===== config.mk =====
export PLATFORM = sky130hd
export DESIGN_NAME = mem_arbiter
export DESIGN_NICKNAME = d
export VERILOG_FILES = /design/src/rtl/mem_arbiter_pkg.sv /design/src/rtl/mem_arbiter_arb_pick.sv /design/src/rtl/mem_arbiter.sv
export SDC_FILE = /design/constraint.sdc
export NUM_CORES = 1
export LEC_CHECK = 0
export CORE_MARGIN = 2
export CORE_UTILIZATION = 40
export DETAILED_ROUTE_END_ITERATION = 8
export PLACE_DENSITY = 0.77
export SLEW_MARGIN = 20
export SYNTH_ARGS = -nofsm -noshare
export SYNTH_HDL_FRONTEND = slang
export SYNTH_HIERARCHICAL = 1
export SYNTH_SLANG_ARGS = --single-unit

===== constraint.sdc =====
create_clock -name clk -period 4.4 [get_ports clk]
set_input_delay 0.44 -clock clk [delete_from_list [all_inputs] [get_ports clk]]
set_output_delay 0.44 -clock clk [all_outputs]
set_load 0.01 [all_outputs]

===== src/rtl/mem_arbiter_pkg.sv =====
// mem_arbiter shared types: FSM encoding and word/byte-enable widths.
// Imported by mem_arbiter and arb_pick.
package mem_arbiter_pkg;

  typedef enum logic [1:0] {
    ARB_IDLE   = 2'd0,
    ARB_BUSY_I = 2'd1,
    ARB_BUSY_D = 2'd2
  } arb_state_t;

  localparam int WORD_W = 32;
  localparam int BE_W   = 4;

endpackage


===== src/rtl/mem_arbiter_arb_pick.sv =====
// Round-robin pick between fetch and data ports; fetch wins the first tie
// after reset. Unused when MEM_ARB_DATA_PRIO_EN is defined.
import mem_arbiter_pkg::*;

module arb_pick (
  input  logic clk,
  input  logic rst,
  input  logic i_req,
  input  logic d_req,
  input  logic gnt,
  input  logic gnt_d,
  output logic pick_d
);

  logic last_d;

  always_ff @(posedge clk or posedge rst) begin
    if (rst) begin
      last_d <= 1'b1;
    end else if (gnt) begin
      last_d <= gnt_d;
    end
  end

  assign pick_d = d_req && (!i_req || !last_d);

endmodule


===== src/rtl/mem_arbiter.sv =====
// Single-port memory arbiter for fetch and data ports with fixed latency.
// MEM_ARB_DATA_PRIO_EN: data port wins ties; otherwise round-robin.
import mem_arbiter_pkg::*;

module mem_arbiter #(
  parameter int ADDR_W  = 16,
  parameter int LATENCY = 2
) (
  input  logic              clk,
  input  logic              rst,
  input  logic              i_req,
  input  logic [ADDR_W-1:0] i_addr,
  output logic [31:0]       i_rdata,
  output logic              i_stall,
  input  logic              d_req,
  input  logic              d_we,
  input  logic [3:0]        d_be,
  input  logic [ADDR_W-1:0] d_addr,
  input  logic [31:0]       d_wdata,
  output logic [31:0]       d_rdata,
  output logic              d_stall,
  output logic              m_en,
  output logic              m_we,
  output logic [3:0]        m_be,
  output logic [ADDR_W-1:0] m_addr,
  output logic [31:0]       m_wdata,
  input  logic [31:0]       m_rdata
);

  localparam bit         LAT1     = (LATENCY == 1);
  localparam logic [3:0] CNT_INIT = 4'(LATENCY - 1);

  arb_state_t state, state_n;

  logic [3:0]        cnt;
  logic              fwd, fwd_d;
  logic [ADDR_W-1:0] addr_q, sel_addr;
  logic              we_q;
  logic [BE_W-1:0]   be_q;
  logic [WORD_W-1:0] wdata_q, i_q, d_q;
  logic              pick_d, gnt, gnt_d;
  logic              busy_done, done_i, done_d, ld_done;

`ifdef MEM_ARB_DATA_PRIO_EN
  assign pick_d = d_req;
`else
  arb_pick u_pick (
    .clk    (clk),
    .rst    (rst),
    .i_req  (i_req),
    .d_req  (d_req),
    .gnt    (gnt),
    .gnt_d  (gnt_d),
    .pick_d (pick_d)
  );
`endif

  // cnt counts down to the done cycle: done when it is about to hit zero
  assign busy_done = (state != ARB_IDLE) && (cnt == 4'd1);

  always_comb begin
    gnt     = 1'b0;
    gnt_d   = 1'b0;
    state_n = state;
    case (state)
      ARB_IDLE: begin
        if (fwd) begin
          gnt   = fwd_d ? d_req : i_req;
          gnt_d = fwd_d;
        end else begin
          gnt   = i_req || d_req;
          gnt_d = pick_d;
        end
        if (rst) gnt = 1'b0;
      end
      ARB_BUSY_I,
      ARB_BUSY_D: begin
        if (busy_done) state_n = ARB_IDLE;
      end
      default: state_n = ARB_IDLE;
    endcase
    if (gnt && !LAT1) begin
      state_n = gnt_d ? ARB_BUSY_D : ARB_BUSY_I;
    end
  end

  assign done_i = ((state == ARB_BUSY_I) && busy_done)
               || (LAT1 && gnt && !gnt_d);
  assign done_d = ((state == ARB_BUSY_D) && busy_done)
               || (LAT1 && gnt && gnt_d);
  assign ld_done = done_d && !(LAT1 ? d_we : we_q);

  assign i_stall = i_req && !done_i;
  assign d_stall = d_req && !done_d;
  assign i_rdata = done_i  ? m_rdata : i_q;
  assign d_rdata = ld_done ? m_rdata : d_q;

  assign sel_addr = gnt_d ? d_addr : i_addr;
  assign m_en     = gnt;
  assign m_we     = gnt ? (gnt_d && d_we) : we_q;
  assign m_be     = gnt ? (gnt_d ? d_be : 4'hF) : be_q;
  assign m_addr   = gnt ? {sel_addr[ADDR_W-1:2], 2'b00} : addr_q;
  assign m_wdata  = gnt ? d_wdata : wdata_q;

  always_ff @(posedge clk or posedge rst) begin
    if (rst) begin
      state   <= ARB_IDLE;
      cnt     <= 4'd0;
      fwd     <= 1'b0;
      fwd_d   <= 1'b0;
      addr_q  <= '0;
      we_q    <= 1'b0;
      be_q    <= '0;
      wdata_q <= '0;
      i_q     <= '0;
      d_q     <= '0;
    end else begin
      state <= state_n;
      if (gnt) begin
        cnt     <= CNT_INIT;
        addr_q  <= m_addr;
        we_q    <= m_we;
        be_q    <= m_be;
        wdata_q <= m_wdata;
      end else if (cnt != 4'd0) begin
        cnt <= cnt - 4'd1;
      end
      if (done_i)  i_q <= m_rdata;
      if (ld_done) d_q <= m_rdata;
      // hand the port straight to a waiting peer on the next cycle
      fwd   <= (done_i && d_req) || (done_d && i_req);
      fwd_d <= done_i;
    end
  end

endmodule


# Word level (Yosys, flattened, before mapping)
# Cells that the tools add are included.
classes:
  add_sub_neg: 1
  eq_ne: 5
  muxes: 20
  n_reduce_logical: 24
ops:
  columns: ["cell", "count"]
  rows:
  - ["32-bit 2-to-1 mux", 3]
  - ["16-bit 2-to-1 mux", 2]
  - ["4-bit 2-to-1 mux", 4]
  - ["1-bit logical AND", 10]
  - ["1-bit 2-to-1 mux", 7]
  - ["2-bit 2-to-1 mux", 3]
  - ["1-bit zero test", 5]
  - ["4-bit by 1-bit equality test with 1-bit output, second input constant", 1]
  - ["2-bit case mux with 2 select lines", 1]
  - ["2-bit nonzero test", 2]
  - ["4-bit nonzero test", 1]
  - ["4-bit by 1-bit subtractor with 4-bit output, second input constant", 1]
  - ["1-bit logical OR", 3]
  - ["3-bit inequality test, second input constant", 1]
  - ["2-bit by 1-bit equality test with 1-bit output, second input constant", 1]
  - ["2-bit equality test, second input constant", 1]
  - ["2-bit zero test", 1]
  - ["2-bit inequality test, second input constant", 1]
  - ["2-bit AND reduction", 1]
  - ["2-bit OR reduction", 1]
totals:
  reg_bits: 126
  input_bits: 105
  out_inout_bits: 120
  word_cells: 61

# Depth between registers and ports, before layout
depth:
  ltp_word: 7
  mapped_depth: 7
  ltp_nobuf: 5

# Hierarchy
# The synthesis kept the hierarchy.
modules_own_cells:
  columns: ["mod", "instances", "cells_per_inst", "area_per_inst_um2"]
  rows:
  - ["mem_arbiter", 1, 379, 5677.9]
  - ["arb_pick", 1, 4, 52.6]

# Worst setup path before layout
# Ideal clock, no wire load.
synth_timing:
  path_kind: "in2out"
  start: "input port rst"
  end: "output port m_be[0]"
  t_arrival_ns: 4.430
  required_time_ns: 3.960
  setup_slack_ns: -0.470
  cell_stages: 6
  path_buffers: 2
  cell_sequence: "inv_1 > o2111ai_2 > inv_2 > buf_6 > buf_2 > mux2i_1"
synth_via:
  elab_chain_cells: 3
synth_lines:
  columns: ["item", "line_no", "text"]
  rows:
  - ["start: declaration", "mem_arbiter.sv:10", "input logic rst,"]
  - ["1-bit 2-to-1 mux", "mem_arbiter.sv:74", "if (rst) gnt = 1'b0;"]
  - ["1-bit 2-to-1 mux", "mem_arbiter.sv:65", "case (state)"]
  - ["net m_en", "mem_arbiter.sv:22", "output logic m_en,"]
  - ["4-bit 2-to-1 mux", "mem_arbiter.sv:101", "assign m_be = gnt ? (gnt_d ? d_be : 4'hF) : be_q;"]
  - ["end: declaration", "mem_arbiter.sv:24", "output logic [3:0] m_be,"]
# The timed path passes the listed nets, and every way through them passes these cells.

# Worst setup path after layout
layout_timing:
  start: "input port i_req"
  end: "output port m_addr[2]"
layout_via:
  elab_chain_cells: 7
layout_lines:
  columns: ["item", "line_no", "text"]
  rows:
  - ["start: declaration", "mem_arbiter.sv:11", "input logic i_req,"]
  - ["1-bit zero test", "mem_arbiter_arb_pick.sv:25", "assign pick_d = d_req && (!i_req || !last_d);"]
  - ["1-bit logical OR", "mem_arbiter_arb_pick.sv:25", null]
  - ["1-bit logical AND", "mem_arbiter_arb_pick.sv:25", null]
  - ["1-bit 2-to-1 mux", "mem_arbiter.sv:67", "if (fwd) begin"]
  - ["1-bit 2-to-1 mux", "mem_arbiter.sv:65", null]
  - ["16-bit 2-to-1 mux", "mem_arbiter.sv:98", "assign sel_addr = gnt_d ? d_addr : i_addr;"]
  - ["16-bit 2-to-1 mux *", "mem_arbiter.sv:102", "assign m_addr = gnt ? {sel_addr[ADDR_W-1:2], 2'b00} : addr_q;"]
  - ["end: declaration", "mem_arbiter.sv:25", "output logic [ADDR_W-1:0] m_addr,"]
# Mark *: on every way between the ends. The rest lies on a longest branch, timed or not.

==> run_results.csv <==
group,metric,value,unit
status,status,"complete, no violations",
routing,drc,0,
global_route,antenna_found_initial,0,
finish,design_area,8770,sq um
routing,met2_length,6.59,mm
global_route,grt_pass1_vias,4105,
global_route,grt_pass1_wl,20.1,mm
sta,tns,0,ps
cts,cts_buffer_depth,2,
synth,synth_top_family_by_area,"multiplexers",
synth,yosys_warnings,6,
min_path,hold_path_class,"input pin to asynchronous set/reset pin",
synth,syn_area,5730,sq um
cts,clkTransAtPathRegs,50,ps
cts,cts_sinks,126,
worst_setup_path,arrival,3260,ps
power,power_leakage,0.00367,uW
die,ioPinCount,225,
sta,relSlewSlack,43.2,%
cts,clockRootBuffer,"clkbuf_16",
synth,synthTopCellsByArea,"dfrtp_1 (55%), mux2_2 (33%), mux2_4 (2.4%)",
global_route,grt_overflow,0,
die,rows,43,
cts,cts_made_buffers,17,
worst_setup_path,worstSetupPathType,"input pin to output port",
placement,placed_area,8140,sq um
placement,io_buffers,220,
die,die_w,124,um
synth,syn_area_per_cell,15.0,sq um
routing,postRouteAntennaNets,0,
synth,synth_common_cells,"mux2_2 (166), dfrtp_1 (125), buf_2 (11), inv_1 (11), mux2i_1 (11)",
cts,ctsHoldBuffers,0,
routing,route.met3.wl,1.06,mm
synth,synth-seq-cells,126,
synth,synthSimpleGateAreaFrac,2.90,%
synth,synth_compound_area_share,0.917,%
finish,fin_util,62.9,%
power,ir_worst_vdd,0.410,mV
finish,antennaDiodeCount,0,
synth,yosysMostFrequentCell,"mux2_2",
die,coreArea,13900,sq um
placement,dp_hpwl,9.31,mm
cts,cts_tree,"yes",
worst_setup_path,path_max_fanout,22,
synth,yosys.cell_types.count,28,
sta,setup_viol,0,
finish,fin_nets,721,
global_route,track_usage,17.1,%
finish,drive_above_1_share,35.9,%
synth,muxShareOfSynthArea,36.9,%
job,maxCapViolations,0,
worst_setup_path,cp_data_required_time,3960,ps
synth,yosys.area_share.xor_xnor,0.153,%
routing,wl_met1,5.03,mm
routing,vias,3897,
synth,synth_fa_ha_area_share,1.09,%
power,p_per_area,735,nW/um^2
synth,async_reset_ff_share,100,%
sta,worstMarginPinSlew,848,ps
synth,synth.top_cell.area_share,54.6,%
routing,dr.pass1.iters,4,
cts,ctsHtreeMaxLevel,4,
synth,syn_nets,493,
cts,post_cts_buffers,0,
sta,min_period,3700,ps
cts,clock_latency,410,ps
die,dieArea,15300,sq um
synth,synth_ff_type,"dfrtp_1",
cts,cts_resized,0,
synth,synthCells,383,
synth,seq_area_frac_synth,55.0,%
die,start_util,41.1,%
finish,syn2layout_area_growth,53.0,%
synth,yosysTopAreaCell,"dfrtp_1",
routing,highest_layer,"met4",
sta,slew_violations,0,
placement,gp_congestion,0.742,
sta,grt_setup_unrepaired,"false",
worst_setup_path,startpoint_type,"input pin",
sta,finalHoldViolations,0,
die,chipHeight,124,um
routing,drtIter0Drc,99,
finish,fillerInstances,1051,
worst_setup_path,cp-end-kind,"output port",
routing,wire_per_inst,16.1,um
sta,skew,3.40,ps
synth,synth_edf_count,0,
sta,fmax,0.270,GHz
global_route,grt_start_max_net_pins,79,
routing,drt_wl_total,13.0,mm
sta,post-route-period-util,84.2,%
routing,routed_via_density,4.85,
-- stage by stage --
step | power, uW | instances | hold slack (ps) | setup WS, ps
finish | 6450 | 804 | 422 | 697
global route | 6830 | 804 | 424 | 479
CTS | 6530 | 803 | 406 | 642
detailed placement | 5070 | 771 | 467 | 654
global placement | 4960 | 771 | 462 | 710
floorplan | 3540 | 383 | 330 | 657
-- path summary, 6_finish.rpt --
check | startpoint | slack, ps | to | cells after the start
min in group clk | addr_q[0] | 480 | addr_q[0] | 1
setup / recovery | i_req | 700 | m_addr[2] | 7
max in group asynchronous | rst | 2650 | d_q[21] | 5
setup reg to reg | state[0] | 1790 | wdata_q[28] | 7
hold / removal | rst | 420 | u_pick/last_d | 2
hold reg to reg | addr_q[0] | 480 | addr_q[0] | 1
-- cell families (layout without fill, tap and decap cells) --
family,after synthesis,count (layout)
multiplexers,186,186
flip-flops,126,126
buffers and inverters,32,273
AND/OR/NAND/NOR,27,27
AO/OA/AOI/OAI,6,6
adder cells (fa/ha/maj),5,5
XOR/XNOR,1,1
-- state kept, by name, indices dropped and copies added (netlist names) --
register,flops
addr_q,16
be_q,4
cnt,4
d_q,32
fwd,1
fwd_d,1
i_q,32
state,2
u_pick/last_d,1
wdata_q,32
we_q,1
-- cells in the final DEF (no fill, tap or decap), types with 2 or more instances in the layout --
master | Yosys | final
nor2_1 | 9 | 9
clkinvlp_4 | 0 | 6
a21boi_0 | 3 | 3
buf_4 | 6 | 6
mux2i_1 | 11 | 10
and2_1 | 5 | 5
inv_1 | 11 | 10
nand2_1 | 2 | 2
inv_6 | 0 | 2
buf_12 | 0 | 2
dfrtp_1 | 125 | 125
mux2_2 | 166 | 166
ha_1 | 5 | 5
nor3_1 | 2 | 2
bufinv_16 | 0 | 3
clkdlybuf4s50_1 | 0 | 220
mux2_4 | 9 | 9
clkinv_2 | 0 | 2
nor2b_1 | 3 | 3
clkbuf_16 | 0 | 17
-- critical path, stage by stage --
cell	delay, ps
clkdlybuf4s50_1	560
a21boi_0	340
o2111ai_4	430
inv_2	330
buf_4	340
mux2_4	330
clkdlybuf4s50_1	490
-- cell type report --
type	count	area [sq um]	area share, %
Inverter	12	48.8	0.556
Multi-Input combinational cell	225	2420	27.6
Clock inverter	13	164	1.87
Clock buffer	19	443	5.05
Tap cell	180	225	2.57
Timing Repair Buffer	229	2310	26.4
Sequential cell	126	3150	36.0
-- power by group --
group / internal [uW] / leakage [uW] / total, uW / switching (uW)
combinational: 1920 / 0.00190 / 3090 / 1180
clock: 907 / 0.000282 / 1420 / 511
sequential: 1730 / 0.00148 / 1940 / 208
-- routing by layer --
| layer | track usage [%] | up-vias |
|---|---|---|
| li1 | - | 1815 |
| met3 | 6.46 | 22 |
| met2 | 29.5 | 145 |
| met4 | 7.67 | 0 |
| met5 | 0 | - |
| met1 | 18.8 | 1915 |
Power figures use the tool's default switching activity.
